$ cat src/rtl/axi_pwm_custom_pkg.sv
// axi_pwm_custom_pkg: shared FSM encodings and default sizing for the PWM ramp controller
package axi_pwm_custom_pkg;
    localparam int DEF_NUM_CH = 4;
    localparam int DEF_DATA_WIDTH = 12;
    localparam int DEF_PRESCALE_WIDTH = 16;
    localparam logic [1:0] ST_IDLE = 2'd0;
    localparam logic [1:0] ST_UPDATE = 2'd1;
    localparam logic [1:0] ST_COMMIT = 2'd2;
endpackage

$ cat src/rtl/axi_pwm_custom_tick_gen.sv
// axi_pwm_custom_tick_gen: ramp prescaler, one tick every prescale+1 enabled cycles
module axi_pwm_custom_tick_gen #(
    parameter int PRESCALE_WIDTH = 16
) (
    input  logic                      pwm_clk,
    input  logic                      pwm_rst,
    input  logic                      enable,
    input  logic [PRESCALE_WIDTH-1:0] prescale,
    output logic                      tick
);
    logic [PRESCALE_WIDTH-1:0] cnt;
    assign tick = enable && cnt == prescale;
    // wrapping on >= keeps the counter bounded if prescale shrinks mid-count
    always_ff @(posedge pwm_clk or posedge pwm_rst)
        if (pwm_rst) cnt <= '0;
        else cnt <= (!enable || cnt >= prescale) ? '0 : cnt + 1'b1;
endmodule

$ cat src/rtl/axi_pwm_custom_ramp_ctrl.sv
// axi_pwm_custom_ramp_ctrl: steps each channel's duty toward its target once per tick,
// committing the whole set to the PWM outputs on a period boundary.
module axi_pwm_custom_ramp_ctrl
    import axi_pwm_custom_pkg::*;
#(
    parameter int NUM_CH = DEF_NUM_CH,
    parameter int DATA_WIDTH = DEF_DATA_WIDTH,
    parameter int PRESCALE_WIDTH = DEF_PRESCALE_WIDTH
) (
    input  logic                         pwm_clk,
    input  logic                         pwm_rst,
    input  logic                         enable,
    input  logic [PRESCALE_WIDTH-1:0]    prescale,
    input  logic [DATA_WIDTH-1:0]        step,
    input  logic [NUM_CH*DATA_WIDTH-1:0] target,
    input  logic                         target_valid,
    input  logic                         period_end,
    output logic [NUM_CH*DATA_WIDTH-1:0] duty,
    output logic                         busy,
    output logic                         done
);
    localparam int IW = NUM_CH > 1 ? $clog2(NUM_CH) : 1;
    localparam int TW = NUM_CH * DATA_WIDTH;
    logic [1:0] state;
    logic [IW-1:0] idx;
    logic [TW-1:0] pending, active, working;
    logic [DATA_WIDTH-1:0] cur, tgt, diff, nxt;
    logic tick, last;

    axi_pwm_custom_tick_gen #(.PRESCALE_WIDTH(PRESCALE_WIDTH)) u_tick (
        .pwm_clk (pwm_clk),
        .pwm_rst (pwm_rst),
        .enable  (enable),
        .prescale(prescale),
        .tick    (tick)
    );

    assign busy = working != active;
    assign cur = working[idx*DATA_WIDTH +: DATA_WIDTH];
    assign tgt = active[idx*DATA_WIDTH +: DATA_WIDTH];
    assign last = idx == IW'(NUM_CH - 1);

    always_comb begin
        diff = tgt > cur ? tgt - cur : cur - tgt;
        nxt = (step == '0 || diff <= step) ? tgt : tgt > cur ? cur + step : cur - step;
    end

    always_ff @(posedge pwm_clk or posedge pwm_rst)
        if (pwm_rst) begin
            state <= ST_IDLE;
            idx <= '0;
            pending <= '0;
            active <= '0;
            working <= '0;
            duty <= '0;
            done <= 1'b0;
        end else begin
            done <= 1'b0;
            if (target_valid) pending <= target;
            // new targets only take effect between passes so a pass never mixes old and new
            if (state == ST_IDLE) active <= pending;
            if (!enable) begin
                state <= ST_IDLE;
                idx <= '0;
            end else if (state == ST_IDLE) begin
                idx <= '0;
                if (tick && busy) state <= ST_UPDATE;
            end else if (state == ST_UPDATE) begin
                working[idx*DATA_WIDTH +: DATA_WIDTH] <= nxt;
                idx <= idx + 1'b1;
                if (last) state <= ST_COMMIT;
            end else if (state == ST_COMMIT) begin
                if (period_end) begin
                    duty <= working;
                    done <= !busy;
                    state <= ST_IDLE;
                end
            end else begin
                state <= ST_IDLE;
            end
        end
endmodule

$ cat config.mk
export PLATFORM = sky130hd
export DESIGN_NAME = axi_pwm_custom_ramp_ctrl
export DESIGN_NICKNAME = d
export VERILOG_FILES = /design/src/rtl/axi_pwm_custom_pkg.sv /design/src/rtl/axi_pwm_custom_tick_gen.sv /design/src/rtl/axi_pwm_custom_ramp_ctrl.sv
export SDC_FILE = /design/constraint.sdc
export NUM_CORES = 1
export LEC_CHECK = 0
export CAP_MARGIN = 20
export CORE_MARGIN = 3
export CORE_UTILIZATION = 50
export CTS_BUF_LIST = sky130_fd_sc_hd__clkbuf_2 sky130_fd_sc_hd__clkbuf_4 sky130_fd_sc_hd__clkbuf_8
export DETAILED_ROUTE_END_ITERATION = 6
export DONT_BUFFER_PORTS = 1
export PLACE_DENSITY_LB_ADDON = 0.05
export SYNTH_ARGS = -nofsm -noshare
export SYNTH_HDL_FRONTEND = slang
export SYNTH_SLANG_ARGS = --single-unit
$ cat constraint.sdc
create_clock -name pwm_clk -period 6.6 [get_ports pwm_clk]
set_input_delay 0.99 -clock pwm_clk [delete_from_list [all_inputs] [get_ports pwm_clk]]
set_output_delay 0.99 -clock pwm_clk [all_outputs]
set_load 0.01 [all_outputs]
# Word-level counts from Yosys, hierarchy flattened
# Index checks and enable logic that the tools add are counted.
# classes
mul	1
n_eq_ne	9
shift	4
n_mux	20
bitwise_logic	2
n_lt_le_gt_ge	3
n_addsub	7
reduce_logical	11
# op_table
operator	n
indexed part select 48 x 7 -> 12 bit	2
bitwise mux 48 bit	1
inequality test 48 bit	1
variable shift 12 x 34 -> 48 bit (first input constant)	1
indexed part select 12 x 34 -> 48 bit	1
2-to-1 mux 12 bit	3
subtractor 12 bit	3
negation 6 -> 34 bit	1
2-to-1 mux 2 bit	10
adder 16 x 1 -> 16 bit (second input constant)	1
== test 16 bit	1
>= comparator 16 bit	1
2-to-1 mux 16 bit	1
adder 12 bit	1
greater-than comparator 12 bit	1
less-or-equal comparator 12 bit	1
zero test 12 bit	1
AND reduction 3 bit	2
2-to-1 mux 1 bit	5
inequality test 5 bit (second input constant)	1
AND reduction 5 bit	1
== test 2 bit (second input constant)	2
multiplier 2 x 2 -> 4 bit (second input constant)	1
inequality test 4 bit (second input constant)	1
other kinds (9)	13
# totals
word_cells	65
reg_bits	213
inputBits	81
output_inout_bits	50

# Depth between registers and ports, before layout
# Gate-level depths: netlist of the first run.
# logic_depth
ltp_word	9
depth_mapped	28
mapped_depth_nobuf	23

# Modules after synthesis
# From an unflattened synthesis of the first run, not the netlist that was laid out.
# hier_totals
cells_unflattened	1073
area_unflattened_um2	12221.7
# modules_own_cells
module	seq_area_each_um2	area_per_inst_um2	cells_each	instances
axi_pwm_custom_ramp_ctrl	4929.7	10918.0	936	1
axi_pwm_custom_tick_gen	400.4	1303.8	137	1

# Worst setup path after synthesis of the first run
# Ideal clock, no wire load.
# synth_timing
path_kind	reg2reg
from	register idx[0]
to	register working[14]
n_path_buf	5
path_stages_with_launch	25
setup_ps	121
setup_slack_ps	715
period_less_slack_ps	5885
required_ps	6479
arrival_time_ps	5764
path_cell_list	dfrtp_1 > buf_2 > buf_2 > buf_1 > mux4_2 > ha_1 > nand4_1 > nor4_2 > or2_2 > o21a_1 > buf_6 > mux2i_1 > mux2_1 > a311oi_1 > o311a_1 > ha_1 > nand4_1 > nor2_1 > nand2_1 > o21a_1 > nand2_2 > buf_4 > mux2i_1 > mux2i_1 > a22o_1
# synth_between
elab_chain_len	9
word_cells_on_any_way	17
classes_between	add/sub (5); mul (1); order compare (2); shift (4); mux (4); reduce/logical (1)
# synth_rtl
element	line	rtl
from (decl)	axi_pwm_custom_ramp_ctrl.sv:25	logic [IW-1:0] idx;
from (signal assigned)	axi_pwm_custom_ramp_ctrl.sv:70	idx <= idx + 1'b1;
multiplier 2 x 2 -> 4 bit (*)	axi_pwm_custom_ramp_ctrl.sv:39, axi_pwm_custom_ramp_ctrl.sv:40, axi_pwm_custom_ramp_ctrl.sv:69	
indexed part select 48 x 7 -> 12 bit, on equally long branches	axi_pwm_custom_ramp_ctrl.sv:39, axi_pwm_custom_ramp_ctrl.sv:40	
subtractor 12 bit or greater-than comparator 12 bit (tied branches)	axi_pwm_custom_ramp_ctrl.sv:44, axi_pwm_custom_ramp_ctrl.sv:45	
2-to-1 mux 12 bit	axi_pwm_custom_ramp_ctrl.sv:44	diff = tgt > cur ? tgt - cur : cur - tgt;
less-or-equal comparator 12 bit	axi_pwm_custom_ramp_ctrl.sv:45	nxt = (step == '0 || diff <= step) ? tgt : tgt > cur ? cur + step : cur - step;
logical OR 1 bit	axi_pwm_custom_ramp_ctrl.sv:45	
2-to-1 mux 12 bit	axi_pwm_custom_ramp_ctrl.sv:45	
indexed part select 12 x 34 -> 48 bit	axi_pwm_custom_ramp_ctrl.sv:69	working[idx*DATA_WIDTH +: DATA_WIDTH] <= nxt;
bitwise mux 48 bit (*)	axi_pwm_custom_ramp_ctrl.sv:69	
to (signal, indexed assignment)	axi_pwm_custom_ramp_ctrl.sv:69	
to (decl)	axi_pwm_custom_ramp_ctrl.sv:26	logic [TW-1:0] pending, active, working;
# Every way passes the cells marked *; elsewhere a longest branch is shown, timed or not.
# A chain may end at the register's enable or synchronous reset.

# Worst setup path after layout of the first run
# layout_timing
from	register idx[0]
to	register working[31]
# The elaborated chain is that of the path after synthesis.

==> metrics.log, run 1 <==
INFO  metric crit_required = ~7.0 ns
INFO  metric gp_routability_congestion = 0.951
INFO  metric cts.path.max_buffers = 3
INFO  metric final_max_slew_viol_count = 0
INFO  metric wire_length_of_the_first_global_routing_pass = between 50 and 60 mm
INFO  metric route.met2.wl = 15.5 mm
INFO  metric globalRouteTotalUtil = 26.9%
INFO  metric min_period_over_period = 94.7%
INFO  metric finalPower = 3.45 mW
INFO  metric startpoint_type = flop
INFO  metric critical-path-slowest-cell = sky130_fd_sc_hd__dfrtp_2
INFO  metric synth.mux.area_fraction = approximately 20%
INFO  metric rr_endpoint = working[31]$_DFFE_PP0P_
INFO  metric grt_pass1_vias = just over 9000
INFO  metric power.share.clock = between 40 and 50%
INFO  metric top_post_synthesis_cells_by_area = sky130_fd_sc_hd__dfrtp_1 (44%), sky130_fd_sc_hd__mux2_2 (13%), sky130_fd_sc_hd__ha_1 (7.2%)
INFO  metric yosysUniqueCellTypes = 68
INFO  metric combinationalPowerShare = a little under a fifth
INFO  metric share_seq_of_total_power = about two fifths
INFO  metric portBuffers = 0
INFO  metric worstSetupEndpoint = working[31]$_DFFE_PP0P_
INFO  metric synthArstFlopShare = 100%
INFO  metric post_synth_xor_area_fraction = 6.16%
INFO  metric critical_path.reg2reg.startpoint = idx[0]$_DFFE_PP0P_
INFO  metric first_pass_iters = 5
INFO  metric num-fill-cells = roughly 2000
INFO  metric maxCapViolCount = 0
INFO  metric achievable-frequency = between 0.15 and 0.2 GHz
INFO  metric largest_stage_delay_on_the_critical_path = around 0.6 ns
INFO  metric std_cell_rows = 56
INFO  metric period_minus_slack = 6.25 ns
INFO  metric timing.critical_path.fanout_max = 15
INFO  metric dominant_combinational_cell_family_by_area_after_synthesis = multiplexers
INFO  metric final-hold-violation-count = 0
INFO  metric multiInputGateArea = approximately 0.0064 mm^2
INFO  metric fin_tns_setup = 0 ns
INFO  metric ys_dominant_reg_cell = sky130_fd_sc_hd__dfrtp_1
INFO  metric io_pins = around 130
INFO  metric slew_headroom = 39.5%
INFO  metric reg2reg_depth = 21
INFO  metric grt_setup_unrepaired = no
INFO  metric dp.final_hpwl = about 27 mm
INFO  metric hold_buffers = 0
INFO  metric area_delta_synth_final = 10.6%
INFO  metric synth_compound_area_share = under 10%
INFO  metric hp-class = input port to async pin
INFO  metric wl_met1 = between 15 and 20 mm
INFO  metric run_status = completed
INFO  metric synth_top_area_share = around 44%
INFO  metric cts.reportedPaths.clkPinSlew = ~0.060 ns
INFO  metric fin_hold_ws = 0.498 ns
INFO  metric synth-seq-area-share = 43.6%
INFO  metric syn-mean-instance-area = roughly 11 um^2
INFO  metric worst_pin_slew = just over 0.9 ns
INFO  metric totalWireLength = about 35 mm
INFO  metric core_area = about 0.024 mm^2
INFO  metric detail_route.iter0.violations = 730
INFO  metric numCtsBuffers = 38
INFO  metric initial_standard_cell_utilization_of_the_core = 51.5%
INFO  metric overflow = 0
INFO  metric dr.max_layer_used = met4
INFO  metric swShare = about 29%
INFO  metric die_h = 162 um
INFO  metric n_antenna_cell = 0
INFO  metric yosysTopAreaCell = sky130_fd_sc_hd__dfrtp_1
INFO  metric powerDensity = 255 mW/mm^2
INFO  metric post_synth_most_frequent_cells = sky130_fd_sc_hd__dfrtp_1 (213), sky130_fd_sc_hd__mux2_2 (143), sky130_fd_sc_hd__nand2_1 (84)
INFO  metric synth-simple-area-share = approximately a tenth
INFO  metric internal_portion_of_total_power = between 2 and 2.5 mW
INFO  metric die_w = between 150 and 200 um
INFO  metric die_area = roughly 0.026 mm^2
INFO  metric cts.sink_count = 213
INFO  metric syn-cell-area = ~0.012 mm^2
INFO  metric synth_most_common_cell = sky130_fd_sc_hd__dfrtp_1
INFO  metric cp.depth = 21
INFO  metric worstPathCellList = buf_4 -> mux4_2 -> ha_1 -> nand4_1 -> nor4_2 -> or2_2 -> o21a_1 -> buf_4 -> mux2i_1 -> o2111ai_1 -> a21boi_1 -> xnor2_1 -> ha_1 -> nand3_1 -> o21ai_0 -> o21ai_0 -> o211ai_1 -> nand2_2 -> mux2i_2 -> mux2i_1 -> a22o_1
INFO  metric layout.nets = between 1000 and 1500
INFO  metric worst_setup_ep_type = flop
INFO  metric ys_seq_elements = 213
INFO  metric r2r_setup_slack = approximately 0.35 ns
INFO  metric clk_latency = roughly 0.55 ns
INFO  metric post_synth_inst_count = between 1000 and 1500
INFO  metric initial_antenna_violation_count = 0
INFO  metric met3WireLength = ~3 mm
INFO  metric switchingPower = about 1000 uW
INFO  metric timing.critical_path.from = idx[0]$_DFFE_PP0P_
INFO  metric post-route-drc-count = 0
INFO  metric setup_viol = 0
INFO  metric grt_start_max_net_pins = around 100
INFO  metric synth-adder-area-share = between 7 and 8%
INFO  metric yosysWarningCount = 0
INFO  metric vdd.ir_drop.worst = 0.176 mV
INFO  metric cp.buffers_inverters = 2
INFO  metric critPathTopFamily = multiplexers
INFO  metric leakage = 6.06 nW
INFO  metric routed-via-count = 8889
INFO  metric seqCellArea = 0.00533 mm^2
INFO  metric timing.setup.critical_path_class = flop to flop
INFO  metric cts_htree_levels = 2
INFO  metric routed_length_per_placed_instance = between 20 and 25 um
INFO  metric clock_skew = 0.0292 ns
INFO  metric route.detailed.vias_per_inst = around 6.0
INFO  metric clock_tree_root_buffer_cell = sky130_fd_sc_hd__clkbuf_8
INFO  metric tritoncts = done
INFO  metric postSynthNetCount = roughly 1300
INFO  metric critPathArrivalTime = between 6 and 7 ns
INFO  metric edff_count_synth = 0
INFO  metric final_layout_size_suffix_gt1_share = 23.8%
INFO  metric antenna_violating_nets_remaining = 0
==> cell families (layout without fill, tap and decap cells) <==
family,after synthesis,in the layout
compound gates,165,165
xor+xnor,86,86
flops,213,213
buf+inv,123,171
simple gates,253,253
mux,192,192
fa+ha+maj,73,73
==> worst min path at each step <==
stage               slack [ns]                      end  cells after the start                    start
finish                    0.50  pending[23]$_DFFE_PP0P_                      1                  pwm_rst
global route              0.51  pending[14]$_DFFE_PP0P_                      1  pending[14]$_DFFE_PP0P_
CTS                       0.50   active[23]$_DFFE_PP0P_                      1                  pwm_rst
detailed placement        0.49    active[2]$_DFFE_PP0P_                      1   pending[2]$_DFFE_PP0P_
global placement          0.49   active[27]$_DFFE_PP0P_                      1  pending[27]$_DFFE_PP0P_
floorplan                 0.47   pending[0]$_DFFE_PP0P_                      1   pending[0]$_DFFE_PP0P_
==> cells in the final DEF, fill, tap and decap left out, drive strengths merged, types with 4 or more instances in the layout <==
cell | synthesis | final
dfrtp | 213 | 213
mux2 | 148 | 148
nand2 | 85 | 85
inv | 82 | 83
xnor2 | 76 | 76
ha | 70 | 70
clkbuf | 23 | 57
o21ai | 54 | 54
nor2 | 40 | 40
a21oi | 29 | 29
nor3 | 28 | 28
nand4 | 24 | 24
mux4 | 23 | 23
nand3 | 22 | 22
buf | 18 | 21
mux2i | 21 | 21
a22o | 11 | 11
xor2 | 10 | 10
and3 | 9 | 9
o21a | 9 | 9
nor2b | 9 | 9
a31oi | 7 | 7
nor4 | 7 | 7
o211ai | 6 | 6
and2 | 6 | 6
a21o | 5 | 5
nand2b | 5 | 5
a221oi | 5 | 5
o221ai | 5 | 5
clkinv | 0 | 5
or2 | 5 | 5
a221o | 4 | 4
o31ai | 4 | 4
==> repair_timing <==
item / 4_1_cts / 5_1_grt
resized for setup: 0 / 3
setup buffers: 0 / 0
endpoints found under the setup margin: 0 / 5
hold endpoints to repair: 0 / 0
==> metal layers <==
layer  vias up  track usage [%]
met2       386             41.2
met3        92             7.27
met4         0             10.6
met1      4397             36.8
met5         -                0
li1       4014                -
==> state kept, by name (all words and copies together), names as in the netlist <==
register,cells
pending,48
u_tick.cnt,16
state,2
done,1
active,48
working,48
idx,2
duty,48
==> layout make-up <==
type	count	area share, %
Multi-Input combinational cell	769	47.7
Sequential cell	213	39.4
Clock buffer	57	5.29
Tap cell	319	2.95
Inverter	82	2.30
Timing Repair Buffer	21	1.26
Clock inverter	11	1.09
==> power groups by stage <==
stage	Combinational, mW	Sequential (mW)	Clock [mW]
after detailed placement	0.614	1.46	0
after floorplan	0.445	1.42	0
after global placement	0.613	1.45	0
after global routing	0.688	1.44	1.47
after CTS	0.618	1.43	1.41
final	0.633	1.43	1.38
==> metrics by stage <==
stage	util, %	setup slack (ns)	cell area (um^2)	instances
detailed placement	53.2	0.356	12600	1404
global placement	53.2	0.428	12600	1404
global route	56.9	0.0145	13500	1472
CTS	56.9	0.302	13500	1472
finish	56.9	0.350	13500	1472
floorplan	-	0.715	12200	1105
(Power assumes the default switching activity.)
==> run 2: changes to the inputs <==
--- a/config.mk
+++ b/config.mk
@@ -11,7 +11,6 @@
 export CTS_BUF_LIST = sky130_fd_sc_hd__clkbuf_2 sky130_fd_sc_hd__clkbuf_4 sky130_fd_sc_hd__clkbuf_8
 export DETAILED_ROUTE_END_ITERATION = 6
 export DONT_BUFFER_PORTS = 1
-export PLACE_DENSITY_LB_ADDON = 0.05
 export SYNTH_ARGS = -nofsm -noshare
 export SYNTH_HDL_FRONTEND = slang
 export SYNTH_SLANG_ARGS = --single-unit
==> constraint.sdc (replaced) <==
create_clock -name pwm_clk -period 6.8 [get_ports pwm_clk]
set_input_delay 1.02 -clock pwm_clk [delete_from_list [all_inputs] [get_ports pwm_clk]]
set_output_delay 1.02 -clock pwm_clk [all_outputs]
set_load 0.01 [all_outputs]
==> metrics.log, run 2 (synthesis results as in run 1) <==
INFO  metric dp.final_hpwl = 26.4 mm (-2.7%)
INFO  metric overflow = 0 (unchanged)
INFO  metric route.detailed.vias_per_inst = 6.00 (-0.62%)
INFO  metric pre_cts_slack = 0.333 ns (-0.0237 ns)
INFO  metric vdd.ir_drop.worst = 0.171 mV (-3.0%)
INFO  metric worst_pin_slew = 1.01 ns (+0.105 ns)
INFO  metric setup_viol = 0 (unchanged)
INFO  metric cts.sink_count = 213 (unchanged)
INFO  metric globalRouteTotalUtil = 26.7% (-0.25 points)
INFO  metric gp_routability_congestion = 0.963 (+1.3%)
INFO  metric hp-class = input port to async pin
INFO  metric timing.setup.critical_path_class = flop to flop
INFO  metric critPathArrivalTime = 6.77 ns (+0.10 ns)
INFO  metric tritoncts = done
INFO  metric mostFrequentLayoutCell = sky130_fd_sc_hd__dfrtp_1
INFO  metric r2r_setup_slack = 0.46 ns (+0.11 ns)
INFO  metric layout.nets = 1280 (+0.078%)
INFO  metric area_delta_synth_final = 9.91%
INFO  metric numCtsBuffers = 37 (-2.6%)
INFO  metric failed_checks = DRC
INFO  metric detail_route.iter0.violations = 760 (+4.1%)
INFO  metric layout.core_utilization = 56.6% (-0.34 points)
INFO  metric maxCapViolCount = 0 (unchanged)
INFO  metric cts.path.max_buffers = 3 (unchanged)
INFO  metric num-fill-cells = 2069 (+2.7%)
INFO  metric reg2reg_depth = 25 (+19%)
INFO  metric io_pins = 131 (unchanged)
INFO  metric wire_length_of_the_first_global_routing_pass = 53.9 mm (about the same)
INFO  metric period_minus_slack = 6.34 ns (+0.0911 ns)
INFO  metric routed-via-count = 8810 (-0.89%)
INFO  metric std_cell_rows = 56 (unchanged)
INFO  metric totalWireLength = 34.8 mm (-1.5%)
INFO  metric portBuffers = 0 (unchanged)
INFO  metric initial_antenna_violation_count = 1 (+1)
INFO  metric run_status = finished, violations left
INFO  metric critical-path-slowest-cell = sky130_fd_sc_hd__dfrtp_4
INFO  metric final_layout_size_suffix_gt1_share = 23.2% (-0.53 points)
INFO  metric die_h = 162 um (unchanged)
INFO  metric timing.critical_path.fanout_max = 15 (unchanged)
INFO  metric first_pass_iters = 7 (+2)
INFO  metric postLayoutSetupSlackWorst = 0.459 ns (+0.109 ns)
INFO  metric initial_standard_cell_utilization_of_the_core = 51.5% (unchanged)
INFO  metric final-hold-violation-count = 0 (unchanged)
INFO  metric grt_pass1_vias = 8895 (-2.3%)
INFO  metric routed_length_per_placed_instance = 23.7 um (-1.2%)
INFO  metric crit_required = 7.23 ns (+0.21 ns)
INFO  metric cts.reportedPaths.clkPinSlew = 0.06 ns (about the same)
INFO  metric clk_latency = 0.54 ns (about the same)
INFO  metric numPlacedInstances = 1405 (+0.071%)
INFO  metric startpoint_type = flop
INFO  metric finalNonFillerCells = 1468 (-0.27%)
INFO  metric post-route-drc-count = 4 (+4)
INFO  metric die_w = 162 um (unchanged)
INFO  metric grt_setup_unrepaired = no
INFO  metric grt_start_max_net_pins = 190 (+88%)
INFO  metric achievable-frequency = 0.158 GHz (-1.4%)
INFO  metric final_max_slew_viol_count = 0 (unchanged)
INFO  metric cts_htree_levels = 2 (unchanged)
INFO  metric slew_headroom = 32.6% (-6.9 points)
INFO  metric leakage = 6.03 nW (-0.61%)
INFO  metric powerDensity = 240 mW/mm^2 (-6.1%)
INFO  metric worst_setup_ep_type = flop
INFO  metric fin_tns_setup = 0 ns (unchanged)
INFO  metric layout.cells.most_common_list = sky130_fd_sc_hd__dfrtp_1 (212), sky130_fd_sc_hd__mux2_2 (143), sky130_fd_sc_hd__nand2_1 (84), sky130_fd_sc_hd__xnor2_1 (76), sky130_fd_sc_hd__inv_1 (76)
INFO  metric die_area = 0.0264 mm^2 (unchanged)
INFO  metric n_antenna_cell = 0 (unchanged)
INFO  metric min_period_over_period = 93.3% (-1.4 points)
INFO  metric antenna_violating_nets_remaining = 0 (unchanged)
INFO  metric largest_stage_delay_on_the_critical_path = 0.62 ns (+0.02 ns)
INFO  metric finalPower = 3.22 mW (-6.7%)
INFO  metric clock_skew = 0.0211 ns (-0.00815 ns)
INFO  metric clock_tree_root_buffer_cell = sky130_fd_sc_hd__clkbuf_8
INFO  metric hold_buffers = 0 (unchanged)
INFO  metric core_area = 0.0238 mm^2 (unchanged)
==> run 2: per-layer routing <==
layer / wire length [um] / GRT usage [%]
met1: 15000 / 38.2
met2: 15600 / 40.4
met3: 2970 / 6.08
met4: 1180 / 9.00
met5: 13 / 0
==> run 2: stage by stage <==
stage	hold WS (ns)	area, um^2
floorplan	0.475	12200
global placement	0.480	12700
detailed placement	0.490	12700
CTS	0.401	13400
global route	0.402	13400
finish	0.402	13400
==> run 2: power by group <==
| group | leakage [nW] | internal [mW] | total (mW) | switching, mW |
|---|---|---|---|---|
| logic | 2.87 | 0.264 | 0.613 | 0.350 |
| clock network | 0.409 | 0.696 | 1.22 | 0.519 |
| registers | 2.75 | 1.33 | 1.39 | 0.0619 |
| total | 6.03 | 2.29 | 3.22 | 0.931 |
==> run 2: repair_timing <==
action / CTS / global route
buffers inserted: 0 / 1
hold endpoints to repair: 0 / 0
endpoints found under the setup margin: 0 / 15
resized for setup: 0 / 2
==> run 2: area by class of cell <==
class | count | area (um^2) | area share, %
clock buffer | 57 | 703 | 5.23
clock inverter | 5 | 60.1 | 0.447
inverter | 82 | 312 | 2.32
multi-input combinational | 769 | 6430 | 47.8
sequential | 213 | 5330 | 39.7
tap | 319 | 399 | 2.97
timing repair buffer | 23 | 201 | 1.50
==> run 2: worst paths after layout <==
| path | start | end |
|---|---|---|
| setup / recovery | idx[0]$_DFFE_PP0P_ | working[14]$_DFFE_PP0P_ |
| max in group asynchronous | pwm_rst | idx[0]$_DFFE_PP0P_ |
| hold / removal | pwm_rst | duty[24]$_DFFE_PP0P_ |
| min in group pwm_clk | pending[22]$_DFFE_PP0P_ | active[22]$_DFFE_PP0P_ |
| setup reg to reg | idx[0]$_DFFE_PP0P_ | working[14]$_DFFE_PP0P_ |
| hold reg to reg | pending[22]$_DFFE_PP0P_ | active[22]$_DFFE_PP0P_ |
==> run 2: critical path, delay by kind of cell (launching register included) <==
family                     cells  cell delay (ns)
AOI/OAI and AO/OA             10             2.32
xor gates and xnor gates       1             0.14
adders and majority gates      3             0.96
buffers and inverters          4             0.68
DFF                            1             0.62
muxes                          4             0.98
and+or+nand+nor                3             0.51
==> run 3: changes to the inputs <==
--- a/config.mk
+++ b/config.mk
@@ -11,6 +11,7 @@
 export CTS_BUF_LIST = sky130_fd_sc_hd__clkbuf_2 sky130_fd_sc_hd__clkbuf_4 sky130_fd_sc_hd__clkbuf_8
 export DETAILED_ROUTE_END_ITERATION = 6
 export DONT_BUFFER_PORTS = 1
+export PLACE_DENSITY = 0.74
 export SYNTH_ARGS = -nofsm -noshare
 export SYNTH_HDL_FRONTEND = slang
 export SYNTH_SLANG_ARGS = --single-unit
==> metrics.log, run 3 (synthesis results as in run 1) <==
INFO  metric run_status = completed
INFO  metric setup_viol = 0 (unchanged)
INFO  metric largest_stage_delay_on_the_critical_path = 0.63 ns (about the same)
INFO  metric hold_buffers = 0 (unchanged)
INFO  metric globalRouteTotalUtil = 26.8% (+0.063 points)
INFO  metric cts.reportedPaths.clkPinSlew = 0.06 ns (about the same)
INFO  metric initial_antenna_violation_count = 0 (-1)
INFO  metric cts.path.max_buffers = 3 (unchanged)
INFO  metric period_minus_slack = 6.26 ns (-0.0823 ns)
INFO  metric routed-via-count = 8964 (+1.7%)
INFO  metric critical-path-slowest-cell = sky130_fd_sc_hd__dfrtp_4
INFO  metric finalPower = 3.22 mW (+0.14%)
INFO  metric worstPathCellList = mux2_1 -> o21ai_0 -> ha_1 -> inv_1 -> fa_1 -> a211oi_1 -> o2111ai_1 -> nand2_1 -> o21a_1 -> buf_4 -> mux2i_1 -> o2111ai_1 -> a21boi_1 -> xnor2_1 -> ha_1 -> nand3_1 -> o21ai_0 -> o21ai_0 -> o211ai_1 -> nand2_4 -> mux2_1 -> a221oi_1 -> o21ai_1
INFO  metric maxCapViolCount = 0 (unchanged)
INFO  metric io_pins = 131 (unchanged)
INFO  metric timing.setup.critical_path_class = flop to flop
INFO  metric pre_cts_slack = 0.370 ns (+0.0371 ns)
INFO  metric min_period_over_period = 92.0% (-1.2 points)
INFO  metric postLayoutSetupSlackWorst = 0.541 ns (+0.0823 ns)
INFO  metric cts.sink_count = 213 (unchanged)
INFO  metric fin_tns_setup = 0 ns (unchanged)
INFO  metric cts.repair.resized = 0 (unchanged)
INFO  metric route.detailed.vias_per_inst = 6.11 (+1.7%)
INFO  metric mostFrequentLayoutCell = sky130_fd_sc_hd__dfrtp_1
INFO  metric totalWireLength = 34.6 mm (-0.45%)
INFO  metric cts_htree_levels = 2 (unchanged)
INFO  metric critPathArrivalTime = 6.65 ns (-0.12 ns)
INFO  metric timing.hold.worst_path_depth = 1
INFO  metric tritoncts = done
INFO  metric numPlacedInstances = 1402 (-0.21%)
INFO  metric post-route-drc-count = 0 (-4)
INFO  metric timing.critical_path.fanout_max = 18 (+3)
INFO  metric grt_pass1_vias = 9129 (+2.6%)
INFO  metric grt_setup_unrepaired = no
INFO  metric powerDensity = 240 mW/mm^2 (about the same)
INFO  metric overflow = 0 (unchanged)
INFO  metric detail_route.iter0.violations = 854 (+12%)
INFO  metric hold_endpoint = pending[43]$_DFFE_PP0P_
INFO  metric wire_length_of_the_first_global_routing_pass = 54.3 mm (+0.73%)
INFO  metric critical_path.reg2reg.startpoint = idx[0]$_DFFE_PP0P_
INFO  metric clock_skew = 0.0172 ns (-0.00390 ns)
INFO  metric portBuffers = 0 (unchanged)
INFO  metric final_layout_size_suffix_gt1_share = 23.1% (-0.13 points)
INFO  metric crit_required = 7.19 ns (-0.04 ns)
INFO  metric core_area = 0.0238 mm^2 (unchanged)
INFO  metric rr_endpoint = working[33]$_DFFE_PP0P_
INFO  metric layout.cells.most_common_list = sky130_fd_sc_hd__dfrtp_1 (212), sky130_fd_sc_hd__mux2_2 (143), sky130_fd_sc_hd__nand2_1 (84), sky130_fd_sc_hd__xnor2_1 (76), sky130_fd_sc_hd__inv_1 (76)
INFO  metric worst_pin_slew = 1.01 ns (-0.00377 ns)
INFO  metric r2r_setup_slack = 0.54 ns (+0.08 ns)
INFO  metric gp_routability_congestion = 0.999 (+3.7%)
INFO  metric std_cell_rows = 56 (unchanged)
INFO  metric vdd.ir_drop.worst = 0.198 mV (+16%)
INFO  metric die_w = 162 um (unchanged)
INFO  metric routed_length_per_placed_instance = 23.6 um (-0.45%)
INFO  metric reg2reg_depth = 23 (-8.0%)
INFO  metric clock_tree_root_buffer_cell = sky130_fd_sc_hd__clkbuf_8
INFO  metric final_max_slew_viol_count = 0 (unchanged)
INFO  metric initial_standard_cell_utilization_of_the_core = 51.5% (unchanged)
INFO  metric area_delta_synth_final = 9.97% (about the same)
INFO  metric min-delay-start = pending[43]$_DFFE_PP0P_
INFO  metric die_area = 0.0264 mm^2 (unchanged)
INFO  metric leakage = 6.01 nW (-0.21%)
INFO  metric startpoint_type = flop
INFO  metric antenna_violating_nets_remaining = 0 (unchanged)
INFO  metric achievable-frequency = 0.160 GHz (+1.3%)
INFO  metric grt_start_max_net_pins = 140 (-26%)
INFO  metric layout.nets = 1275 (-0.39%)
INFO  metric finalNonFillerCells = 1468 (unchanged)
INFO  metric hp-class = flop to flop
INFO  metric first_pass_iters = 5 (-2)
INFO  metric dp.final_hpwl = 26.3 mm (-0.63%)
INFO  metric slew_headroom = 32.3% (-0.27 points)
INFO  metric final-hold-violation-count = 0 (unchanged)
INFO  metric die_h = 162 um (unchanged)
INFO  metric numCtsBuffers = 36 (-2.7%)
INFO  metric cts_setup_buffers = 0 (unchanged)
INFO  metric worst_setup_ep_type = flop
INFO  metric most_used_cell_along_the_critical_path = sky130_fd_sc_hd__o21ai_0
INFO  metric clk_latency = 0.54 ns (about the same)
## run 3: changes by cell type in the layout (fill, tap and decap cells not counted), sizes merged
| cell | before | now |
|---|---|---|
| clkinvlp | 1 | 3 |
| diode | 0 | 2 |
| buf | 23 | 19 |
## run 3: worst max-delay path: cells and delay by family (launching register included)
kind / cells / cell delay (ns)
flops: 1 / 0.63
buf+inv: 2 / 0.32
compound gates: 11 / 2.51
mux: 3 / 1.03
simple gates: 3 / 0.56
xor+xnor: 1 / 0.15
fa+ha+maj: 3 / 0.91
## run 3: final cells by class
class	instances	area, um^2
clock buffers	57	716
inverters	82	312
repair buffers	19	171
well taps	319	399
multi-input cells	769	6430
clock inverters	7	75.1
diodes	2	5.00
fillers	2016	10300
flip-flops and latches	213	5330
## run 3: power breakdown
group          internal [mW]  leakage [nW]  total (mW)  switching [mW]
combinational          0.255          2.85       0.605           0.350
sequential              1.33          2.75        1.39          0.0582
clock                  0.712         0.414        1.23           0.521
## run 3: worst max path at each step
stage                     cells past startpoint          startpoint  slack (ns)                      end
after detailed placement                     21  idx[0]$_DFFE_PP0P_        0.37  working[15]$_DFFE_PP0P_
after floorplan                              24  idx[0]$_DFFE_PP0P_        0.92  working[14]$_DFFE_PP0P_
after global placement                       21  idx[0]$_DFFE_PP0P_        0.56  working[15]$_DFFE_PP0P_
after global routing                         23  idx[0]$_DFFE_PP0P_      0.0002  working[33]$_DFFE_PP0P_
after CTS                                    21  idx[0]$_DFFE_PP0P_        0.32  working[15]$_DFFE_PP0P_
final                                        23  idx[0]$_DFFE_PP0P_        0.54  working[33]$_DFFE_PP0P_
## run 3: routing by layer
metal,wire length (um),up-vias,global-route usage (%)
met5,0,-,0
met4,1560,0,10.9
met3,3010,92,6.46
met2,15700,422,42.2
met1,14400,4442,35.8
li1,-,4008,-
## run 3: through the flow
| step | instance area [um^2] | util (%) | hold slack [ns] |
|---|---|---|---|
| final | 13400 | 56.6 | 0.502 |
| after global routing | 13400 | 56.6 | 0.518 |
| after CTS | 13400 | 56.5 | 0.506 |
| after detailed placement | 12600 | 53.2 | 0.492 |
| after global placement | 12600 | 53.2 | 0.485 |
| after floorplan | 12200 | - | 0.475 |
